File: src/rtl/cpu_pkg.sv
// Shared definitions for the 5-stage core: hazard controller states and
// register-index constants.
package cpu_pkg;

   typedef enum logic [1:0] {
      RUN      = 2'd0,
      FLUSH    = 2'd1,
      MEM_WAIT = 2'd2
   } hz_state_t;

   localparam int               REG_IDX_W = 5;
   localparam logic [REG_IDX_W-1:0] REG_ZERO = 5'd0;

endpackage

File: src/rtl/sat_counter.sv
// Increment-enable counter that sticks at all-ones instead of wrapping.
module sat_counter #(
   parameter int W = 32
) (
   input  logic         clock,
   input  logic         rst_n,
   input  logic         en,
   output logic [W-1:0] count
);

   always_ff @(posedge clock or negedge rst_n) begin
      if (!rst_n)
         count <= '0;
      else if (en && (count != '1))
         count <= count + 1'b1;
   end

endmodule

File: src/rtl/hazard_ctrl.sv
// Pipeline hazard controller: memory freeze/timeout, branch squash and
// load-use stall, steering PC, IF/ID, ID/EX and EX/MEM.
module hazard_ctrl
   import cpu_pkg::*;
#(
   parameter int FLUSH_CYCLES = 1,
   parameter int TIMEOUT      = 16
) (
   input  logic                 clock,
   input  logic                 rst_n,
   input  logic                 ex_mread,
   input  logic [REG_IDX_W-1:0] ex_rt,
   input  logic [REG_IDX_W-1:0] id_rs,
   input  logic [REG_IDX_W-1:0] id_rt,
   input  logic                 id_uses_rt,
   input  logic                 ex_branch_taken,
   input  logic                 mem_busy,
   output logic                 pc_hold,
   output logic                 ifid_hold,
   output logic                 idex_hold,
   output logic                 exmem_hold,
   output logic                 idex_bubble,
   output logic                 ifid_flush,
   output logic                 mem_abort,
   output logic                 mem_error,
   output logic [31:0]          stall_cnt
);

   localparam int FW = (FLUSH_CYCLES > 1) ? $clog2(FLUSH_CYCLES + 1) : 1;
   localparam int WW = $clog2(TIMEOUT + 1);
   localparam logic [FW-1:0] FLUSH_RELOAD = FW'(FLUSH_CYCLES - 1);
   localparam logic [WW-1:0] TIMEOUT_V    = WW'(TIMEOUT);

   hz_state_t       state, state_next, eff_state;
   logic [FW-1:0]   flush_rem, flush_rem_next;
   logic [WW-1:0]   wait_cnt, wait_cnt_next;
   logic            err_set;
   logic            freeze, abort, load_use;
   logic            pc_hold_c, ifid_hold_c, idex_hold_c, exmem_hold_c;
   logic            idex_bubble_c, ifid_flush_c, mem_abort_c;

   assign freeze   = mem_busy && (wait_cnt < TIMEOUT_V);
   assign abort    = mem_busy && !freeze;
   assign load_use = ex_mread && (ex_rt != REG_ZERO) &&
                     ((ex_rt == id_rs) || (id_uses_rt && (ex_rt == id_rt)));

   // Freeze beats branch squash beats load-use; leaving MEM_WAIT behaves as
   // whichever state the pipe was suspended from, decided by flush_rem.
   always_comb begin
      state_next     = state;
      eff_state      = state;
      flush_rem_next = flush_rem;
      wait_cnt_next  = wait_cnt;
      err_set        = 1'b0;
      pc_hold_c      = 1'b0;
      ifid_hold_c    = 1'b0;
      idex_hold_c    = 1'b0;
      exmem_hold_c   = 1'b0;
      idex_bubble_c  = 1'b0;
      ifid_flush_c   = 1'b0;
      mem_abort_c    = 1'b0;

      if (freeze) begin
         pc_hold_c     = 1'b1;
         ifid_hold_c   = 1'b1;
         idex_hold_c   = 1'b1;
         exmem_hold_c  = 1'b1;
         wait_cnt_next = wait_cnt + 1'b1;
         state_next    = MEM_WAIT;
      end else if (abort) begin
         mem_abort_c   = 1'b1;
         err_set       = 1'b1;
         wait_cnt_next = '0;
         state_next    = MEM_WAIT;
      end else begin
         wait_cnt_next = '0;
         if (state == MEM_WAIT)
            eff_state = (flush_rem != '0) ? FLUSH : RUN;
         case (eff_state)
            FLUSH: begin
               ifid_flush_c   = 1'b1;
               idex_bubble_c  = 1'b1;
               flush_rem_next = flush_rem - 1'b1;
               state_next     = (flush_rem == FW'(1)) ? RUN : FLUSH;
            end
            default: begin
               state_next = RUN;
               if (ex_branch_taken) begin
                  ifid_flush_c  = 1'b1;
                  idex_bubble_c = 1'b1;
                  if (FLUSH_CYCLES > 1) begin
                     flush_rem_next = FLUSH_RELOAD;
                     state_next     = FLUSH;
                  end
               end else if (load_use) begin
                  pc_hold_c     = 1'b1;
                  ifid_hold_c   = 1'b1;
                  idex_bubble_c = 1'b1;
               end
            end
         endcase
      end
   end

   always_ff @(posedge clock or negedge rst_n) begin
      if (!rst_n) begin
         state     <= RUN;
         flush_rem <= '0;
         wait_cnt  <= '0;
         mem_error <= 1'b0;
      end else begin
         state     <= state_next;
         flush_rem <= flush_rem_next;
         wait_cnt  <= wait_cnt_next;
         mem_error <= mem_error | err_set;
      end
   end

   // Mealy outputs are forced low while reset is held so nothing leaks out.
   assign pc_hold     = rst_n & pc_hold_c;
   assign ifid_hold   = rst_n & ifid_hold_c;
   assign idex_hold   = rst_n & idex_hold_c;
   assign exmem_hold  = rst_n & exmem_hold_c;
   assign idex_bubble = rst_n & idex_bubble_c;
   assign ifid_flush  = rst_n & ifid_flush_c;
   assign mem_abort   = rst_n & mem_abort_c;

   sat_counter #(.W(32)) u_stall_cnt (
      .clock (clock),
      .rst_n (rst_n),
      .en    (pc_hold),
      .count (stall_cnt)
   );

endmodule
File: config.mk
export PLATFORM = sky130hd
export DESIGN_NAME = hazard_ctrl
export DESIGN_NICKNAME = d
export VERILOG_FILES = /design/src/rtl/cpu_pkg.sv /design/src/rtl/sat_counter.sv /design/src/rtl/hazard_ctrl.sv
export SDC_FILE = /design/constraint.sdc
export NUM_CORES = 1
export LEC_CHECK = 0
export BUFFER_PORTS_ARGS = -buffer_cell sky130_fd_sc_hd__buf_2
export CAP_MARGIN = 15
export CORE_ASPECT_RATIO = 2
export CORE_MARGIN = 3
export CORE_UTILIZATION = 55
export DETAILED_ROUTE_END_ITERATION = 8
export HOLD_SLACK_MARGIN = 0.12
export PLACE_DENSITY = 0.92
export SYNTH_ARGS = -nofsm -noshare
export SYNTH_HDL_FRONTEND = slang
export SYNTH_SLANG_ARGS = --single-unit
File: constraint.sdc
create_clock -name clock -period 6.3 [get_ports clock]
set_input_delay 1.26 -clock clock [delete_from_list [all_inputs] [get_ports clock]]
set_output_delay 1.26 -clock clock [all_outputs]
set_load 0.03 [all_outputs]
==> out/qor.csv, run 1 <==
metric;value;unit
die area;0.00469;mm²
TritonCTS Buffers;5;
core area;0.00368;mm²
Cell Area, Synth;0.00213;mm²
Setup WS post-layout;2.20;ns
Layout Cells excl Fill;321;
Fin Clk Skew;0.00412;ns
Avg Cell Area, Syn;10.2;µm²
sequential fraction of the synthesis area;0.482;
clk slew on worst S/H paths;0.07;ns
hold slack;0.458;ns
worst reg2reg startpoint;flush_rem$_DFFE_PN0P_;
IO buf count;60;
Resized Gates After CTS;0;
DR top layer;met4;
starting density of the core;0.577;
Post-DP HPWL;3.39;mm
Hold WC Path Type;flip-flop to flip-flop;
CTS max path bufs;2;
setup_tns;0;ns
flops & latches, synth;41;
DRT met1 WL;1.66;mm
hold depth;1;
global route overflow;0;
fin util;0.699;
die width;50.0;µm
CTS root buf;clkbuf_8;
Highest Clock Rate;244;MHz
VDD IR max;0.186;mV
design area;0.00258;mm²
Ys Warns;0;
status;finished clean;
row cnt;31;
initial antenna violation count;0;
Worst-Skew Late Latency;0.29;ns
n_diodes;0;
CTS tree;done;
FF-to-FF End;u_stall_cnt.count[6]$_DFFE_PN0P_;
CP Capture Type;primary output;
Area Growth Syn to Fin;21.1;%
Synth cell types;41;
H-tree levels;2;
CP Data Arrival Time;2.84;ns
pwr dens;239;mW/mm²
# DRC;0;
io pins;61;
Tcrit/Tclk final;0.651;
Vias/cell;5.44;
cells after synthesis;209;
MaxCap Viol Count;0;
largest net degree at the start of global routing;46;
initial DRC count;55;
Max-slew headroom;0.386;
CP Data Required Time;5.04;ns
Post-synth EDFFs;0;
global-route wire length before repair;7.69;mm
Die H;93.9;µm
Leak;1.34;nW
RSZ-0062 raised after global routing;false;
CTS sink cnt;41;
Slew @ Worst Pin;0.919;ns
met2 wire length;2.50;mm
Main synth FF type;dfrtp_1;
RePlAce Congestion;0.787;
net count after synthesis;232;
drt pass-1 iters;4;
Routed Wire Length;4.43;mm
Nets;294;
Tot Pwr;0.617;mW
kind of critical path;input port to primary output;
Reg2Reg Setup Slack;3.55;ns
# Post-CTS Setup Buffers;0;
Tmin final;4.10;ns
Cells after DPL;313;
Final Hold Fails;0;
# setup viols final;0;
met3 wire length;198;µm
area post-placement;0.00246;mm²
WL per Instance;13.8;µm
r2r worst-path depth;6;
Max Slew Vio Count;0;
share of layout cells above drive strength 1;0.290;
filler cell count;287;
Worst setup SP type;input port;
Routed Antenna Nets;0;
CP Max Fanout;45;
ys async rst share;1.00;
Critical Path End;pc_hold;
Post-Place Worst Slack;2.20;ns
Setup crit start;rst_n;
Total GRT Usage;0.211;
vias in the first global route;1757;
post-cts hold buffer count;0;
Via Count;1745;
sequential cells by signal, indices dropped and copies added (netlist names):
| name | cells |
|---|---|
| wait_cnt | 5 |
| mem_error | 1 |
| flush_rem | 1 |
| u_stall_cnt.count | 32 |
| state | 2 |
routing by layer:
layer  track usage  vias to the layer above
met5             0                        -
met2         0.390                       42
met4        0.0831                        0
met1         0.230                      851
li1              -                      845
met3        0.0366                        7
logic make-up (layout without fill, tap and decap cells):
logic type / Yosys count / after routing / synth area share
AO/OA/AOI/OAI: 11 / 11 / 0.0412
flip-flops: 41 / 41 / 0.482
buffers and inverters: 16 / 79 / 0.0365
XOR/XNOR: 43 / 43 / 0.177
AND/OR/NAND/NOR: 96 / 96 / 0.251
adder cells (fa/ha/maj): 2 / 2 / 0.0118
area by class of cell:
type	instances	area (µm²)	share of cell area
inverter	9	33.8	0.0131
timing repair buffer	62	315	0.122
clock inverter	1	30.0	0.0117
sequential	41	1030	0.398
clock buffer	7	86.3	0.0335
tap	49	61.3	0.0238
multi-input combinational	152	1020	0.397
layout by cell type, fill, tap and decap left out, drive strengths merged, types with 3 or more instances in the layout:
master,instances
nor4,11
or4,3
and3,4
or3,4
dfrtp,41
clkbuf,7
and2,5
nand3,12
nand4,7
nor3,13
xor2,30
buf,62
inv,9
nand2,16
nor2,12
xnor2,13
worst min-delay path by stage:
stage / startpoint / to
after global placement: mem_error$_DFF_PN0_ / mem_error$_DFF_PN0_
after global routing: mem_error$_DFF_PN0_ / mem_error$_DFF_PN0_
after floorplan: wait_cnt[0]$_DFF_PN0_ / wait_cnt[0]$_DFF_PN0_
final: mem_error$_DFF_PN0_ / mem_error$_DFF_PN0_
after detailed placement: mem_error$_DFF_PN0_ / mem_error$_DFF_PN0_
after CTS: mem_error$_DFF_PN0_ / mem_error$_DFF_PN0_
power by group:
part           switching, mW  internal [mW]  total (mW)
sequential            0.0218          0.279       0.300
clock                 0.0850          0.129       0.214
combinational         0.0670         0.0354       0.102
total                  0.174          0.443       0.617
Yosys cell counts, types with 2 or more instances:
master,count,share of area
a21oi_1,2,0.0047
inv_1,9,0.016
xnor2_1,13,0.054
clkbuf_1,2,0.0035
nor2b_1,2,0.0059
buf_2,2,0.0047
dfrtp_1,41,0.48
a21o_1,2,0.0071
or3_1,2,0.0059
nor4_1,11,0.032
nand3_1,10,0.024
and3_1,4,0.012
nor2_1,11,0.019
xor2_1,30,0.12
and2_1,4,0.012
nand2b_1,2,0.0059
ha_1,2,0.012
buf_4,2,0.0071
nand3b_1,2,0.0071
nand2_1,16,0.028
nand4_1,7,0.021
nand3_2,2,0.0094
nor3_1,13,0.031
worst max-delay path, stage by stage:
cell      delay [ns]
buf_2           0.08
buf_4           0.44
nand3b_1        0.18
o21ba_2         0.28
nand2_1         0.05
o21bai_1        0.13
buf_4           0.18
buf_2           0.21
Power figures use the tool's default switching activity.
==> run 2: changes to the inputs <==
--- a/config.mk
+++ b/config.mk
@@ -9,10 +9,10 @@
 export CAP_MARGIN = 15
 export CORE_ASPECT_RATIO = 2
 export CORE_MARGIN = 3
-export CORE_UTILIZATION = 55
+export CORE_UTILIZATION = 51
 export DETAILED_ROUTE_END_ITERATION = 8
 export HOLD_SLACK_MARGIN = 0.12
-export PLACE_DENSITY = 0.92
+export PLACE_DENSITY = 0.87
 export SYNTH_ARGS = -nofsm -noshare
 export SYNTH_HDL_FRONTEND = slang
 export SYNTH_SLANG_ARGS = --single-unit
==> constraint.sdc (replaced) <==
create_clock -name clock -period 4.3 [get_ports clock]
set_input_delay 0.86 -clock clock [delete_from_list [all_inputs] [get_ports clock]]
set_output_delay 0.86 -clock clock [all_outputs]
set_load 0.03 [all_outputs]
==> run 2 against run 1 <==
Net effect: clock skew increased by 0.0015 ns; sequential share of layout area increased by 0.31 points; setup slack got worse by 1.0 ns; clock power increased by 14%; register-to-register slack got worse by 1.7 ns; critical path type unchanged; largest cell class unchanged; non-clock buffer count increased by 1; critical endpoint is now ifid_hold; global-route usage decreased by 1.1 points; die area increased by 7.1%; cell count increased by 0.93%; sequential cell count unchanged; via count increased by 1.0%.
==> out/qor.csv, run 2 (same netlist as run 1, synthesis figures left out) <==
metric;value;unit;change
# DRC;0;;unchanged
hold slack;0.415;ns;-0.0424 ns
global route overflow;0;;unchanged
Cells after DPL;316;;+0.96%
Tcrit/Tclk final;0.727;;
MaxCap Viol Count;0;;unchanged
RSZ-0062 raised after global routing;false;;
setup_tns;0;ns;unchanged
share of layout cells above drive strength 1;0.297;;+0.00626
Leak;1.33;nW;-0.77%
CP Max Fanout;9;;-80%
# setup viols final;0;;unchanged
n_diodes;0;;unchanged
Largest Register;u_stall_cnt.count;;
largest net degree at the start of global routing;37;;-20%
Vias/cell;5.44;;about the same
Resized Gates After CTS;0;;unchanged
# Post-CTS Setup Buffers;0;;unchanged
Die H;97.3;µm;+3.6%
CTS tree;done;;
initial antenna violation count;0;;unchanged
drt pass-1 iters;4;;unchanged
Via Count;1763;;+1.0%
Worst-Skew Late Latency;0.29;ns;about the same
core area;0.00392;mm²;+6.5%
Nets;295;;+0.34%
Regs by FF count;u_stall_cnt.count: 32 flops, wait_cnt: 5 flops, state: 2 flops;;
Final Hold Fails;0;;unchanged
CP Capture Type;primary output;;
design area;0.00256;mm²;-0.78%
most common cell after layout, fill and taps aside;buf_2;;
global-route wire length before repair;7.75;mm;+0.81%
CTS root buf;clkbuf_8;;
Fin Clk Skew;0.00561;ns;+0.00149 ns
max reg flops;32;;unchanged
pwr dens;326;mW/mm²;+36%
Worst setup SP type;input port;;
starting density of the core;0.542;;-0.0352
Max Slew Vio Count;0;;unchanged
IO buf count;60;;unchanged
die area;0.00503;mm²;+7.1%
status;finished clean;;
initial DRC count;57;;+3.6%
Tmin final;3.13;ns;
Routed Antenna Nets;0;;unchanged
Routed Wire Length;4.62;mm;+4.2%
Layout Cells excl Fill;324;;+0.93%
H-tree levels;2;;unchanged
clk slew on worst S/H paths;0.07;ns;about the same
post-cts hold buffer count;0;;unchanged
CTS max path bufs;2;;unchanged
Slew @ Worst Pin;0.531;ns;-0.388 ns
die width;51.7;µm;+3.4%
CP Data Required Time;3.44;ns;-1.60 ns
WL per Instance;14.3;µm;+3.3%
Hold WC Path Type;input port to asynchronous set/reset pin;;
RePlAce Congestion;0.763;;-3.1%
VDD IR max;0.272;mV;+46%
Post-DP HPWL;3.63;mm;+7.1%
most frequent cells in the layout;60 x buf_2, 41 x dfrtp_1, 30 x xor2_1, 16 x nand2_1;;
TritonCTS Buffers;5;;unchanged
Total GRT Usage;0.199;;-0.0114
CP Data Arrival Time;2.27;ns;-0.57 ns
CTS sink cnt;41;;unchanged
area post-placement;0.00247;mm²;+0.41%
Highest Clock Rate;320;MHz;
vias in the first global route;1736;;-1.2%
row cnt;32;;+3.2%
kind of critical path;input port to primary output;;
io pins;61;;unchanged
Max-slew headroom;0.643;;+0.257
Area Growth Syn to Fin;20.2;%;
==> run 2: area by class of cell <==
cell class | instances | area [µm²]
fill | 355 | 1370
multi-input combinational | 152 | 1020
clock buffer | 5 | 68.8
timing repair buffer | 63 | 323
tap | 51 | 63.8
inverter | 9 | 33.8
clock inverter | 3 | 17.5
sequential | 41 | 1030
==> run 2: power breakdown <==
part / switching (mW) / leakage [nW] / internal, mW
logic: 0.0969 / 0.737 / 0.0517
registers: 0.0321 / 0.551 / 0.408
clock network: 0.132 / 0.0439 / 0.112
total: 0.261 / 1.33 / 0.572
==> run 2: through the flow <==
| stage | total power, mW | util | setup WS, ns |
|---|---|---|---|
| after global placement | 0.592 | 0.629 | 1.19 |
| final | 0.833 | 0.651 | 1.17 |
| after detailed placement | 0.598 | 0.629 | 1.18 |
| after global routing | 0.874 | 0.651 | 1.07 |
| after floorplan | 0.539 | - | 0.920 |
| after CTS | 0.841 | 0.651 | 1.18 |
==> run 2: layer usage <==
layer  wire length (µm)  track usage  vias up  part of all wire
met5                  0            0        -                 0
met1               1710        0.215      868              0.37
li1                   -            -      850                 -
met4                 63       0.0687        0             0.014
met2               2650        0.369       39              0.57
met3                196       0.0353        6             0.042
==> run 2: path summary, 6_finish.rpt <==
path | from | end | slack [ns] | depth (start not counted)
max in group asynchronous | rst_n | u_stall_cnt.count[8]$_DFFE_PN0P_ | 3.19 | 2
worst max register to register | u_stall_cnt.count[0]$_DFFE_PN0P_ | u_stall_cnt.count[22]$_DFFE_PN0P_ | 1.86 | 7
worst max-delay path | ex_rt[3] | ifid_hold | 1.17 | 7
min in group clock | wait_cnt[0]$_DFF_PN0_ | wait_cnt[0]$_DFF_PN0_ | 0.46 | 1
worst min-delay path | rst_n | mem_error$_DFF_PN0_ | 0.42 | 1
worst min register to register | wait_cnt[0]$_DFF_PN0_ | wait_cnt[0]$_DFF_PN0_ | 0.46 | 1
==> run 2: critical path, stage by stage <==
cell      delay, ns
buf_2          0.12
xor2_1         0.16
nor4_1         0.39
a22oi_1        0.15
o21bai_1       0.19
buf_4          0.19
buf_2          0.21
